File: src/rtl/mux_scan_if.sv
// rtl/mux_scan_if.sv - channel inputs, controls and tagged output stream of mux_scan
interface mux_scan_if #(
   parameter int N = 4,
   parameter int W = 1
);
   localparam int SW = $clog2(N);

   logic [N*W-1:0] din;
   logic           mode;
   logic [SW-1:0]  sel;
   logic           en;
   logic [W-1:0]   dout;
   logic [SW-1:0]  dout_sel;
   logic           dout_vld;
   logic           wrap;

   modport master (
      output din, mode, sel, en,
      input  dout, dout_sel, dout_vld, wrap
   );

   modport slave (
      input  din, mode, sel, en,
      output dout, dout_sel, dout_vld, wrap
   );
endinterface

File: src/rtl/mux_scan.sv
// rtl/mux_scan.sv - registered N-channel mux with manual select and round-robin scan
module mux_scan #(
   parameter int N    = 4,
   parameter int W    = 1,
   parameter int HOLD = 1
) (
   input  logic       clk,
   input  logic       rst_n,
   mux_scan_if.slave  bus
);
   localparam int SW = $clog2(N);
   // hold counter keeps at least one bit so HOLD=1 still has a legal vector
   localparam int HW = (HOLD > 1) ? $clog2(HOLD) : 1;
   localparam logic [SW-1:0] LAST_CH = SW'(N - 1);
   localparam logic [HW-1:0] LAST_H  = HW'(HOLD - 1);

   logic [SW-1:0] ch;
   logic [HW-1:0] hcnt;
   logic [W-1:0]  dout_q;
   logic [SW-1:0] dout_sel_q;
   logic          dout_vld_q;
   logic          wrap_q;

   logic [W-1:0]  sel_data;
   logic [W-1:0]  scan_data;
   logic          sel_ok;
   logic          hold_done;
   logic          period_end;

   // sel can exceed N-1 when N is not a power of two; such selects are dropped
   assign sel_ok     = (int'(bus.sel) < N);
   assign hold_done  = (hcnt == LAST_H);
   assign period_end = (ch == LAST_CH) && hold_done;

   // channel extraction for the manual select and the scan pointer
   always_comb begin
      sel_data  = '0;
      scan_data = '0;
      for (int k = 0; k < N; k++) begin
         if (bus.sel == SW'(k)) sel_data  = bus.din[k*W +: W];
         if (ch == SW'(k))      scan_data = bus.din[k*W +: W];
      end
   end

   // output register and scan pointer; manual mode parks the pointer at channel 0
   always_ff @(posedge clk or negedge rst_n) begin
      if (!rst_n) begin
         ch         <= '0;
         hcnt       <= '0;
         dout_q     <= '0;
         dout_sel_q <= '0;
         dout_vld_q <= 1'b0;
         wrap_q     <= 1'b0;
      end else if (!bus.mode) begin
         ch     <= '0;
         hcnt   <= '0;
         wrap_q <= 1'b0;
         if (bus.en && sel_ok) begin
            dout_q     <= sel_data;
            dout_sel_q <= bus.sel;
            dout_vld_q <= 1'b1;
         end else begin
            dout_vld_q <= 1'b0;
         end
      end else if (bus.en) begin
         dout_q     <= scan_data;
         dout_sel_q <= ch;
         dout_vld_q <= 1'b1;
         wrap_q     <= period_end;
         if (hold_done) begin
            hcnt <= '0;
            ch   <= (ch == LAST_CH) ? '0 : ch + 1'b1;
         end else begin
            hcnt <= hcnt + 1'b1;
         end
      end else begin
         dout_vld_q <= 1'b0;
         wrap_q     <= 1'b0;
      end
   end

   assign bus.dout     = dout_q;
   assign bus.dout_sel = dout_sel_q;
   assign bus.dout_vld = dout_vld_q;
   assign bus.wrap     = wrap_q;
endmodule

File: src/flat_wrapper.sv
// flat-port wrapper written by rule: the top's interface ports become plain ports
module mux_scan_flat 
#(
   parameter int N    = 4,
   parameter int W    = 1,
   parameter int HOLD = 1
)
  (clk, rst_n, bus_din, bus_mode, bus_sel, bus_en, bus_dout, bus_dout_sel, bus_dout_vld, bus_wrap);
  mux_scan_if #(.N(N), .W(W)) bus_i ();
  input  logic clk;
  input  logic rst_n;
  input wire logic [$bits(bus_i.din)-1:0] bus_din;
  input wire logic [$bits(bus_i.mode)-1:0] bus_mode;
  input wire logic [$bits(bus_i.sel)-1:0] bus_sel;
  input wire logic [$bits(bus_i.en)-1:0] bus_en;
  output wire logic [$bits(bus_i.dout)-1:0] bus_dout;
  output wire logic [$bits(bus_i.dout_sel)-1:0] bus_dout_sel;
  output wire logic [$bits(bus_i.dout_vld)-1:0] bus_dout_vld;
  output wire logic [$bits(bus_i.wrap)-1:0] bus_wrap;
  assign bus_i.din = bus_din;
  assign bus_i.mode = bus_mode;
  assign bus_i.sel = bus_sel;
  assign bus_i.en = bus_en;
  assign bus_dout = bus_i.dout;
  assign bus_dout_sel = bus_i.dout_sel;
  assign bus_dout_vld = bus_i.dout_vld;
  assign bus_wrap = bus_i.wrap;
  mux_scan #(.N(N), .W(W), .HOLD(HOLD)) u_core (.clk(clk), .rst_n(rst_n), .bus(bus_i));
endmodule
File: config.mk
export PLATFORM = sky130hd
export DESIGN_NAME = mux_scan_flat
export DESIGN_NICKNAME = d
export VERILOG_FILES = /design/src/rtl/mux_scan_if.sv /design/src/rtl/mux_scan.sv /design/src/flat_wrapper.sv
export SDC_FILE = /design/constraint.sdc
export NUM_CORES = 1
export LEC_CHECK = 0
export CORE_AREA = 2 2 39 41
export CTS_CLUSTER_SIZE = 16
export DETAILED_ROUTE_END_ITERATION = 12
export DIE_AREA = 0 0 41 43
export PLACE_DENSITY = 0.58
export SYNTH_ARGS = -nofsm -noshare
export SYNTH_HDL_FRONTEND = slang
export SYNTH_SLANG_ARGS = --single-unit
File: constraint.sdc
create_clock -name clk -period 3.45 [get_ports clk]
set_input_delay 0.8625 -clock clk [delete_from_list [all_inputs] [get_ports clk]]
set_output_delay 0.8625 -clock clk [all_outputs]
set_load 0.01 [all_outputs]
==> insert_results.sql <==
INSERT INTO impl_metrics (metric_group, metric, value, unit) VALUES
('sta', 'unrepaired_setup_endpoints_after_global_routing', 'false', ''),
('clock_tree', 'num_cts_buffers', '3', ''),
('finish', 'layout-drive-gt1-share', '7.55', '%'),
('floorplanning', 'pin_count', '15', ''),
('finish', 'finalCoreUtilization', '41.5', '%'),
('placement', 'hpwl', '640', 'um'),
('finish', 'fill_cells', '135', ''),
('power', 'power.ir.vdd_worst', '0.181', 'mV'),
('yosys', 'yosys_reg_bits', '7', ''),
('sta', 'setup_tns', '0', 'ps'),
('critical_path', 'worst-path-max-fanout', '2', ''),
('routing', 'number_of_iterations_in_the_first_detailed_routing_pass', '3', ''),
('clock_tree', 'clkSinkCount', '7', ''),
('clock_tree', 'htreeDepth', '1', ''),
('clock_tree', 'worst_skew_pair.late_latency', '240', 'ps'),
('finish', 'leading_cell_type_in_the_layout_fill_and_taps_excluded', 'sky130_fd_sc_hd__clkdlybuf4s50_1', ''),
('yosys', 'synth_sequential_area_ratio', '44.3', '%'),
('routing', 'vias_per_cell', '4.74', ''),
('critical_path', 'end_kind', 'flip-flop', ''),
('global_routing', 'gr-usage-all-layers', '11.1', '%'),
('finish', 'finish.net_count', '68', ''),
('power', 'internal_power', '0.162', 'mW'),
('sta', 'tightest_slew', '373', 'ps'),
('floorplanning', 'die_y', '43', 'um'),
('placement', 'port_buffers', '14', ''),
('critical_path', 'worst-endpoint-required', '3570', 'ps'),
('outcome', 'run_status', 'finished clean', ''),
('sta', 'fin_crit_sh', '65.0', '%'),
('sta', 'finalSetupViolCount', '0', ''),
('global_routing', 'grt_first_pass_wirelength', '1260', 'um'),
('finish', 'areaGrowthSynthToFinish', '45.3', '%'),
('clock_tree', 'clkTransAtPathRegs', '50', 'ps'),
('sta', 'report.final.slew_viol_count', '0', ''),
('floorplanning', 'placement_rows', '14', ''),
('power', 'power_per_cell_area', '370', 'mW/mm^2'),
('power', 'power.clock.fraction', '33.5', '%'),
('yosys', 'synth.yosys.warnings', '0', ''),
('routing', 'detailroute.via_count', '327', ''),
('job', 'cap_viol_max_count', '0', ''),
('critical_path', 'slowest_stage_delay_on_critical_path', '510', 'ps'),
('power', 'sequentialPowerShare', '43.9', '%'),
('clock_tree', 'clockBufferDepth', '2', ''),
('global_routing', 'first_global_vias', '306', ''),
('placement', 'place.gp.congestion', '0.702', ''),
('floorplanning', 'floorplan.die_area', '0.00176', 'sq mm'),
('global_routing', 'grt_overflow_total', '0', ''),
('floorplanning', 'core', '0.00138', 'sq mm'),
('floorplanning', 'start_util', '28.6', '%'),
('finish', 'mostFrequentLayoutCells', 'sky130_fd_sc_hd__clkdlybuf4s50_1 (14), sky130_fd_sc_hd__dfrtp_1 (7), sky130_fd_sc_hd__nor2_1 (4), sky130_fd_sc_hd__ha_1 (4)', ''),
('critical_path', 'worst_path_cell_trace', 'clkdlybuf4s50_1, mux4_2, and2_0, o32a_1', ''),
('sta', 'timing.final.hold_violations', '0', ''),
('yosys', 'synthesis.instances', '37', ''),
('sta', 'layout_min_cycle_time', '2240', 'ps'),
('yosys', 'post_synth.cell_area_avg', '10.7', 'sq um'),
('routing', 'detail_route.wirelength', '778', 'um'),
('power', 'p_leak', '0.255', 'nW'),
('yosys', 'syn_nets', '51', ''),
('global_routing', 'initial_antenna_violation_count', '0', ''),
('placement', 'preCtsSetupSlack', '944', 'ps'),
('clock_tree', 'cts_post_setup_buffers_inserted', '0', ''),
('routing', 'drcViolationCount', '0', ''),
('power', 'share_comb_of_total_power', '22.6', '%'),
('sta', 'fin_ws', '1210', 'ps'),
('sta', 'hold_ws', '522', 'ps'),
('finish', 'final_cell_area', '574', 'sq um'),
('floorplanning', 'die_w', '41', 'um'),
('critical_path', 'crit_path_start_kind', 'input pin', ''),
('critical_path', 'timing.setup.critical_path_class', 'in2reg', ''),
('critical_path', 'critical_path.slowest_cell', 'sky130_fd_sc_hd__clkdlybuf4s50_1', ''),
('clock_tree', 'ctsRootBufferMaster', 'sky130_fd_sc_hd__clkbuf_4', ''),
('clock_tree', 'cts_tree', 'done', '');
==> final timing paths <==
path                                      start                endpoint  cells past startpoint
worst max-delay path                 bus_sel[0]         u_core.bus.dout                      4
worst min-delay path            u_core.bus.dout         u_core.bus.dout                      1
worst max register to register     u_core.ch[0]         u_core.bus.dout                      5
worst min register to register  u_core.bus.dout         u_core.bus.dout                      1
max in group asynchronous                 rst_n         u_core.bus.dout                      1
min in group asynchronous                 rst_n  u_core.bus.dout_sel[0]                      1
==> cells in the mapped netlist <==
library cell / instances / area (sq um)
sky130_fd_sc_hd__dfrtp_1: 7 / 175
sky130_fd_sc_hd__ha_1: 4 / 50.1
sky130_fd_sc_hd__nor2_1: 4 / 15.0
sky130_fd_sc_hd__a21oi_1: 3 / 15.0
sky130_fd_sc_hd__inv_1: 3 / 11.3
sky130_fd_sc_hd__mux2i_1: 3 / 30.0
sky130_fd_sc_hd__clkbuf_1: 2 / 7.51
sky130_fd_sc_hd__a2111oi_0: 1 / 8.76
sky130_fd_sc_hd__and2_0: 1 / 6.26
sky130_fd_sc_hd__and3_1: 1 / 6.26
sky130_fd_sc_hd__mux4_2: 1 / 22.5
sky130_fd_sc_hd__nand2_1: 1 / 3.75
sky130_fd_sc_hd__nand3_1: 1 / 5.00
sky130_fd_sc_hd__nand3b_1: 1 / 7.51
sky130_fd_sc_hd__nor2b_1: 1 / 6.26
sky130_fd_sc_hd__nor3b_1: 1 / 7.51
sky130_fd_sc_hd__o21a_1: 1 / 7.51
sky130_fd_sc_hd__o32a_1: 1 / 10.0
==> critical path: cells and delay by family <==
kind	cells	cell delay (ps)
AO/OA/AOI/OAI	1	340
AND/OR/NAND/NOR	1	160
buffers and inverters	1	510
multiplexers	1	490
==> cell families after synthesis <==
logic type | count (synthesis) | synth area share, %
AOI/OAI and AO/OA | 6 | 10.4
adders and majority gates | 4 | 12.7
buffers and inverters | 5 | 4.75
DFF | 7 | 44.3
muxes | 4 | 13.3
and+or+nand+nor | 11 | 14.6
==> per-stage QoR <==
step	total power [mW]	std cells
CTS	0.218	69
global route	0.229	69
floorplan	0.117	37
global placement	0.143	65
detailed placement	0.144	65
finish	0.213	69
==> power by group through the flow <==
stage | combinational (mW) | sequential (mW) | clock (mW)
3_5_place_dp | 0.0489 | 0.0950 | 0
3_3_place_gp | 0.0485 | 0.0947 | 0
2_1_floorplan | 0.0200 | 0.0969 | 0
5_1_grt | 0.0535 | 0.0945 | 0.0812
4_1_cts | 0.0490 | 0.0937 | 0.0749
6_report | 0.0480 | 0.0935 | 0.0712
==> layer usage <==
| layer | track usage, % | vias up | part of all wire, % |
|---|---|---|---|
| met3 | 8.38 | 0 | 8.1 |
| met2 | 15.9 | 11 | 49 |
| met4 | 2.00 | 0 | 0 |
| li1 | - | 161 | - |
| met1 | 13.2 | 155 | 43 |
| met5 | 0 | - | 0 |
==> flip-flops by register name, indices dropped and copies added (netlist names) <==
| register | cells |
|---|---|
| u_core.bus.dout_vld | 1 |
| u_core.bus.dout | 1 |
| u_core.ch | 2 |
| u_core.bus.wrap | 1 |
| u_core.bus.dout_sel | 2 |
==> layout make-up <==
class / count / area [sq um] / share of cell area [%]
Clock buffer: 4 / 26.3 / 4.58
Tap cell: 16 / 20.0 / 3.49
Multi-Input combinational cell: 25 / 201 / 35.1
Timing Repair Buffer: 14 / 140 / 24.4
Inverter: 3 / 11.3 / 1.96
Sequential cell: 7 / 175 / 30.5
Power figures use the tool's default switching activity.
